===== src/rtl/dbus_initiator.sv =====
// Wishbone dbus initiator: runs single reads/writes or paired 64-bit reads on the
// peripheral bus from a valid/ready request port, with an ack timeout.
module dbus_initiator #(
  parameter int TIMEOUT = 255,
  parameter int TW      = 8
) (
  input  logic        wb_clk,
  input  logic        wb_rst,
  input  logic        req_valid,
  output logic        req_ready,
  input  logic [31:0] req_adr,
  input  logic [31:0] req_dat,
  input  logic        req_we,
  input  logic        req_pair,
  output logic        rsp_valid,
  output logic [63:0] rsp_dat,
  output logic        rsp_err,
  output logic [31:0] wb_dbus_adr,
  output logic [31:0] wb_dbus_dat,
  output logic        wb_dbus_we,
  output logic        wb_dbus_cyc,
  input  logic [31:0] wb_dbus_rdt,
  input  logic        wb_dbus_ack
);

  localparam logic [1:0] S_IDLE = 2'd0;
  localparam logic [1:0] S_BUS  = 2'd1;
  localparam logic [1:0] S_GAP  = 2'd2;
  localparam logic [1:0] S_DONE = 2'd3;

  localparam bit          TO_EN = (TIMEOUT != 0);
  localparam logic [TW-1:0] TLAST = TW'(TIMEOUT - 1);

  logic [1:0]    state;
  logic [31:0]   base_adr;
  logic [31:0]   base_dat;
  logic          base_we;
  logic          pair;
  logic          beat;
  logic [TW-1:0] tcnt;

  logic          to_hit;

  assign req_ready = (state == S_IDLE);
  assign rsp_valid = (state == S_DONE);
  // Counter about to reach TIMEOUT on this edge; ack in the same cycle still wins.
  assign to_hit    = TO_EN && (tcnt == TLAST);

  always_ff @(posedge wb_clk) begin
    if (wb_rst) begin
      state       <= S_IDLE;
      base_adr    <= 32'h0;
      base_dat    <= 32'h0;
      base_we     <= 1'b0;
      pair        <= 1'b0;
      beat        <= 1'b0;
      tcnt        <= '0;
      rsp_dat     <= 64'h0;
      rsp_err     <= 1'b0;
      wb_dbus_adr <= 32'h0;
      wb_dbus_dat <= 32'h0;
      wb_dbus_we  <= 1'b0;
      wb_dbus_cyc <= 1'b0;
    end else begin
      case (state)
        S_IDLE: begin
          if (req_valid) begin
            base_adr    <= req_adr;
            base_dat    <= req_dat;
            base_we     <= req_we;
            pair        <= req_pair & ~req_we;
            beat        <= 1'b0;
            tcnt        <= '0;
            rsp_dat     <= 64'h0;
            rsp_err     <= 1'b0;
            wb_dbus_adr <= req_adr;
            wb_dbus_dat <= req_dat;
            wb_dbus_we  <= req_we;
            wb_dbus_cyc <= 1'b1;
            state       <= S_BUS;
          end
        end
        S_BUS: begin
          if (wb_dbus_ack) begin
            if (!base_we) begin
              if (beat) rsp_dat[63:32] <= wb_dbus_rdt;
              else      rsp_dat[31:0]  <= wb_dbus_rdt;
            end
            wb_dbus_cyc <= 1'b0;
            wb_dbus_adr <= 32'h0;
            wb_dbus_dat <= 32'h0;
            wb_dbus_we  <= 1'b0;
            state       <= (pair && !beat) ? S_GAP : S_DONE;
          end else begin
            tcnt <= tcnt + 1'b1;
            if (to_hit) begin
              // Abandon the transaction; any beat already captured is kept.
              wb_dbus_cyc <= 1'b0;
              wb_dbus_adr <= 32'h0;
              wb_dbus_dat <= 32'h0;
              wb_dbus_we  <= 1'b0;
              rsp_err     <= 1'b1;
              state       <= S_DONE;
            end
          end
        end
        S_GAP: begin
          // One idle cycle lets chip_select re-arm before the high word.
          beat        <= 1'b1;
          tcnt        <= '0;
          wb_dbus_adr <= base_adr + 32'd4;
          wb_dbus_dat <= base_dat;
          wb_dbus_we  <= 1'b0;
          wb_dbus_cyc <= 1'b1;
          state       <= S_BUS;
        end
        default: begin
          state <= S_IDLE;
        end
      endcase
    end
  end

endmodule


===== config.mk =====
export PLATFORM = sky130hd
export DESIGN_NAME = dbus_initiator
export DESIGN_NICKNAME = d
export VERILOG_FILES = /design/src/rtl/dbus_initiator.sv
export SDC_FILE = /design/constraint.sdc
export NUM_CORES = 1
export LEC_CHECK = 0
export CAP_MARGIN = 20
export CORE_UTILIZATION = 65
export CTS_CLUSTER_DIAMETER = 30
export CTS_CLUSTER_SIZE = 30
export DETAILED_ROUTE_END_ITERATION = 6
export DONT_BUFFER_PORTS = 1
export PLACE_DENSITY = 0.81
export SLEW_MARGIN = 20
export SYNTH_ARGS = -nofsm -noshare
export SYNTH_HDL_FRONTEND = slang
export SYNTH_SLANG_ARGS = --single-unit

===== constraint.sdc =====
create_clock -name wb_clk -period 4 [get_ports wb_clk]
set_clock_uncertainty 0.05 [all_clocks]
set_input_delay 0.6 -clock wb_clk [delete_from_list [all_inputs] [get_ports wb_clk]]
set_output_delay 0.6 -clock wb_clk [all_outputs]
set_load 0.03 [all_outputs]

==> results.sh <==
export IMPL_finalCriticalPeriod_ns=2.814
export IMPL_drt_vias_per_instance=6.333
export IMPL_sw_frac_of_total_pct=33.80
export IMPL_cts_tree="yes"
export IMPL_synth_edf_count=0
export IMPL_cp_arrival_ns=3.14
export IMPL_io_pins=235
export IMPL_wire_per_inst_um=18.38
export IMPL_post_dp_cell_area_sq_mm=0.008676
export IMPL_setup_violations=0
export IMPL_tightest_slew_ns=1.079
export IMPL_drc=0
export IMPL_final_nets=1179
export IMPL_worstHoldStart="wb_rst"
export IMPL_layout_common_cells="nand2_1, dfxtp_1, a21oi_1"
export IMPL_reg2reg_to="wb_dbus_dat[11]$_SDFFE_PP0P_"
export IMPL_die_width_um=117.9
export IMPL_design_area_sq_mm=0.01007
export IMPL_worst_ep_required_time_ns=4.32
export IMPL_power_density_mw_per_mm2=781.3
export IMPL_drt_iter0_markers=822
export IMPL_ir_drop_mv=0.4915
export IMPL_async_flop_share_pct=0
export IMPL_clkTransAtPathRegs_ns=0.05
export IMPL_pwr_share_clk_pct=44.0
export IMPL_p_int_mw=5.210
export IMPL_overflow=0
export IMPL_start_util_pct=67.85
export IMPL_antenna_found_initial=0
export IMPL_dr_pass1_iters=5
export IMPL_cts_buffer_depth=3
export IMPL_hold_viol=0
export IMPL_seqPwrFrac_pct=39.2
export IMPL_reg2reg_setup_slack_ns=1.19
export IMPL_cts_resized=0
export IMPL_clock_fmax_mhz=355.4
export IMPL_root_buffer="clkbuf_16"
export IMPL_rows=41
export IMPL_post_cts_buffers=0
export IMPL_hold_path_end="wb_dbus_dat[21]$_SDFFE_PP0P_"
export IMPL_ys_seq_area_share_pct=47.67
export IMPL_track_usage_pct=32.66
export IMPL_totalWireLength_um=23340
export IMPL_switching_power_mw=2.660
export IMPL_netlist_area_sq_mm=0.008736
export IMPL_end_kind="register"
export IMPL_vias=8043
export IMPL_crit_path_start_kind="register"
export IMPL_synth_area_per_cell_sq_um=7.835
export IMPL_rsz0062_at_grt="false"
export IMPL_grt_pass1_wl_um=37560
export IMPL_ys_warnings_count=0
export IMPL_antenna_cells=0
export IMPL_ant_nets=0
export IMPL_r2r_start="state[0]$_SDFFE_PP0P_"
export IMPL_hold_depth=1
export IMPL_place_hpwl_um=14120
export IMPL_core_area_sq_mm=0.01288
export IMPL_ff2ff_path_depth=6
export IMPL_syn_inst=1115
export IMPL_cts_buffers=39
export IMPL_gp_congestion=0.8407
export IMPL_slew_violations=0
export IMPL_fp_dieH_um=117.9
export IMPL_critPathMaxFanout=32
export IMPL_finalCritPeriodShare_pct=70.35
export IMPL_area_delta_synth_final_pct=15.31
export IMPL_fin_tns_setup_ns=0
export IMPL_die_area_sq_mm=0.01391
export IMPL_synth_distinct_cells=47
export IMPL_ctsHoldBuffers=0
export IMPL_htree_levels=2
export IMPL_layout_drive_gt1_share_pct=7.832
export IMPL_combPwrFrac_pct=16.8
export IMPL_grt_pass1_vias=7691
export IMPL_outcome="finished, final reports clean"
export IMPL_relSlewSlack_pct=27.88
export IMPL_clk_latency_ns=0.50
export IMPL_synth_fp_nets=1224
export IMPL_min_path_type="input port to register"
export IMPL_power_mw=7.871
export IMPL_cts_sinks=208
export IMPL_grt_max_degree=199
export IMPL_port_buffers=0
export IMPL_p_leak_nw=3.602
export IMPL_mostFrequentLayoutCell="nand2_1"
export IMPL_cap_violations=0
export IMPL_ys_flop_type="dfxtp_1"
export IMPL_critPathKind="register to register"
export IMPL_ys_ff_latch=208
-- Yosys cell counts (9+ instances only) --
| library cell | number | area share, % |
|---|---|---|
| nor2_1 | 78 | 3.4 |
| buf_2 | 9 | 0.52 |
| nand3_1 | 114 | 6.5 |
| dfxtp_1 | 208 | 48 |
| nor3_1 | 23 | 1.3 |
| xnor2_1 | 14 | 1.4 |
| a211oi_1 | 9 | 0.77 |
| nand2_1 | 248 | 11 |
| clkbuf_1 | 77 | 3.3 |
| o21ai_0 | 17 | 0.97 |
| a21oi_1 | 153 | 8.8 |
| a221oi_1 | 14 | 1.4 |
| nand4_1 | 17 | 1.2 |
| a311oi_1 | 36 | 3.6 |
-- worst max-delay path, cell delays in order (launching register included) --
cell	delay, ns
dfxtp_1	0.38
inv_1	0.08
ha_1	0.62
inv_2	0.63
buf_4	0.47
nand2_1	0.13
a311oi_1	0.33
-- power groups by stage --
| stage | Sequential [mW] | Combinational (mW) | Clock (mW) |
|---|---|---|---|
| 3_5_place_dp | 3.11 | 1.30 | 0 |
| 4_1_cts | 3.08 | 1.31 | 3.48 |
| 6_report | 3.08 | 1.33 | 3.46 |
| 5_1_grt | 3.12 | 1.47 | 3.60 |
| 2_1_floorplan | 3.03 | 1.07 | 0 |
| 3_3_place_gp | 3.10 | 1.26 | 0 |
-- how the worst max path moves through the flow --
stage	start	endpoint	slack (ns)	depth (start not counted)
2_1_floorplan	state[0]$_SDFFE_PP0P_	wb_dbus_dat[10]$_SDFFE_PP0P_	1.86	9
3_3_place_gp	state[1]$_SDFFE_PP0P_	wb_dbus_adr[26]$_SDFFE_PP0P_	1.37	7
3_5_place_dp	state[0]$_SDFFE_PP0P_	wb_dbus_dat[23]$_SDFFE_PP0P_	1.30	6
4_1_cts	state[0]$_SDFFE_PP0P_	wb_dbus_dat[11]$_SDFFE_PP0P_	1.21	6
5_1_grt	state[0]$_SDFFE_PP0P_	rsp_dat[25]$_SDFFE_PP0P_	1.01	6
6_report	state[0]$_SDFFE_PP0P_	wb_dbus_dat[11]$_SDFFE_PP0P_	1.19	6
-- sequential cells by signal, summed over array words and instances (netlist names), 2 cells and up --
| register | count |
|---|---|
| tcnt | 8 |
| base_adr | 32 |
| wb_dbus_dat | 32 |
| rsp_dat | 64 |
| base_dat | 32 |
| state | 2 |
| wb_dbus_adr | 32 |
-- routing by layer --
| layer | track usage, % | wire length (um) | vias to the layer above |
|---|---|---|---|
| li1 | - | - | 3812 |
| met1 | 38.92 | 9150 | 3781 |
| met2 | 53.75 | 11110 | 384 |
| met3 | 12.16 | 2447 | 66 |
| met4 | 11.46 | 633 | 0 |
| met5 | 0 | 0 | - |
-- area by class of cell --
class / count / area [sq um]
repair buffers: 11 / 95.09
well taps: 172 / 215.2
clock buffers: 51 / 1094
multi-input cells: 804 / 4179
clock inverters: 18 / 304.0
flip-flops and latches: 208 / 4164
fillers: 914 / 2803
inverters: 6 / 22.52
-- metrics by stage --
stage	setup WS (ns)	util (%)	hold WS [ns]	cells
2_1_floorplan	1.857	-	0.3821	1115
3_3_place_gp	1.369	67.38	0.3858	1201
3_5_place_dp	1.298	67.38	0.3906	1201
4_1_cts	1.206	78.23	0.1209	1270
5_1_grt	1.008	78.23	0.1080	1270
6_report	1.186	78.23	0.1280	1270
-- logic make-up after synthesis --
group,after synthesis,share of synthesized area (%)
XOR/XNOR,20,2.005
multiplexers,2,0.2578
AND/OR/NAND/NOR,520,26.32
flip-flops,208,47.67
buffers and inverters,103,4.741
adder cells (fa/ha/maj),7,1.003
AO/OA/AOI/OAI,255,18.00
Power figures use the tool's default switching activity.
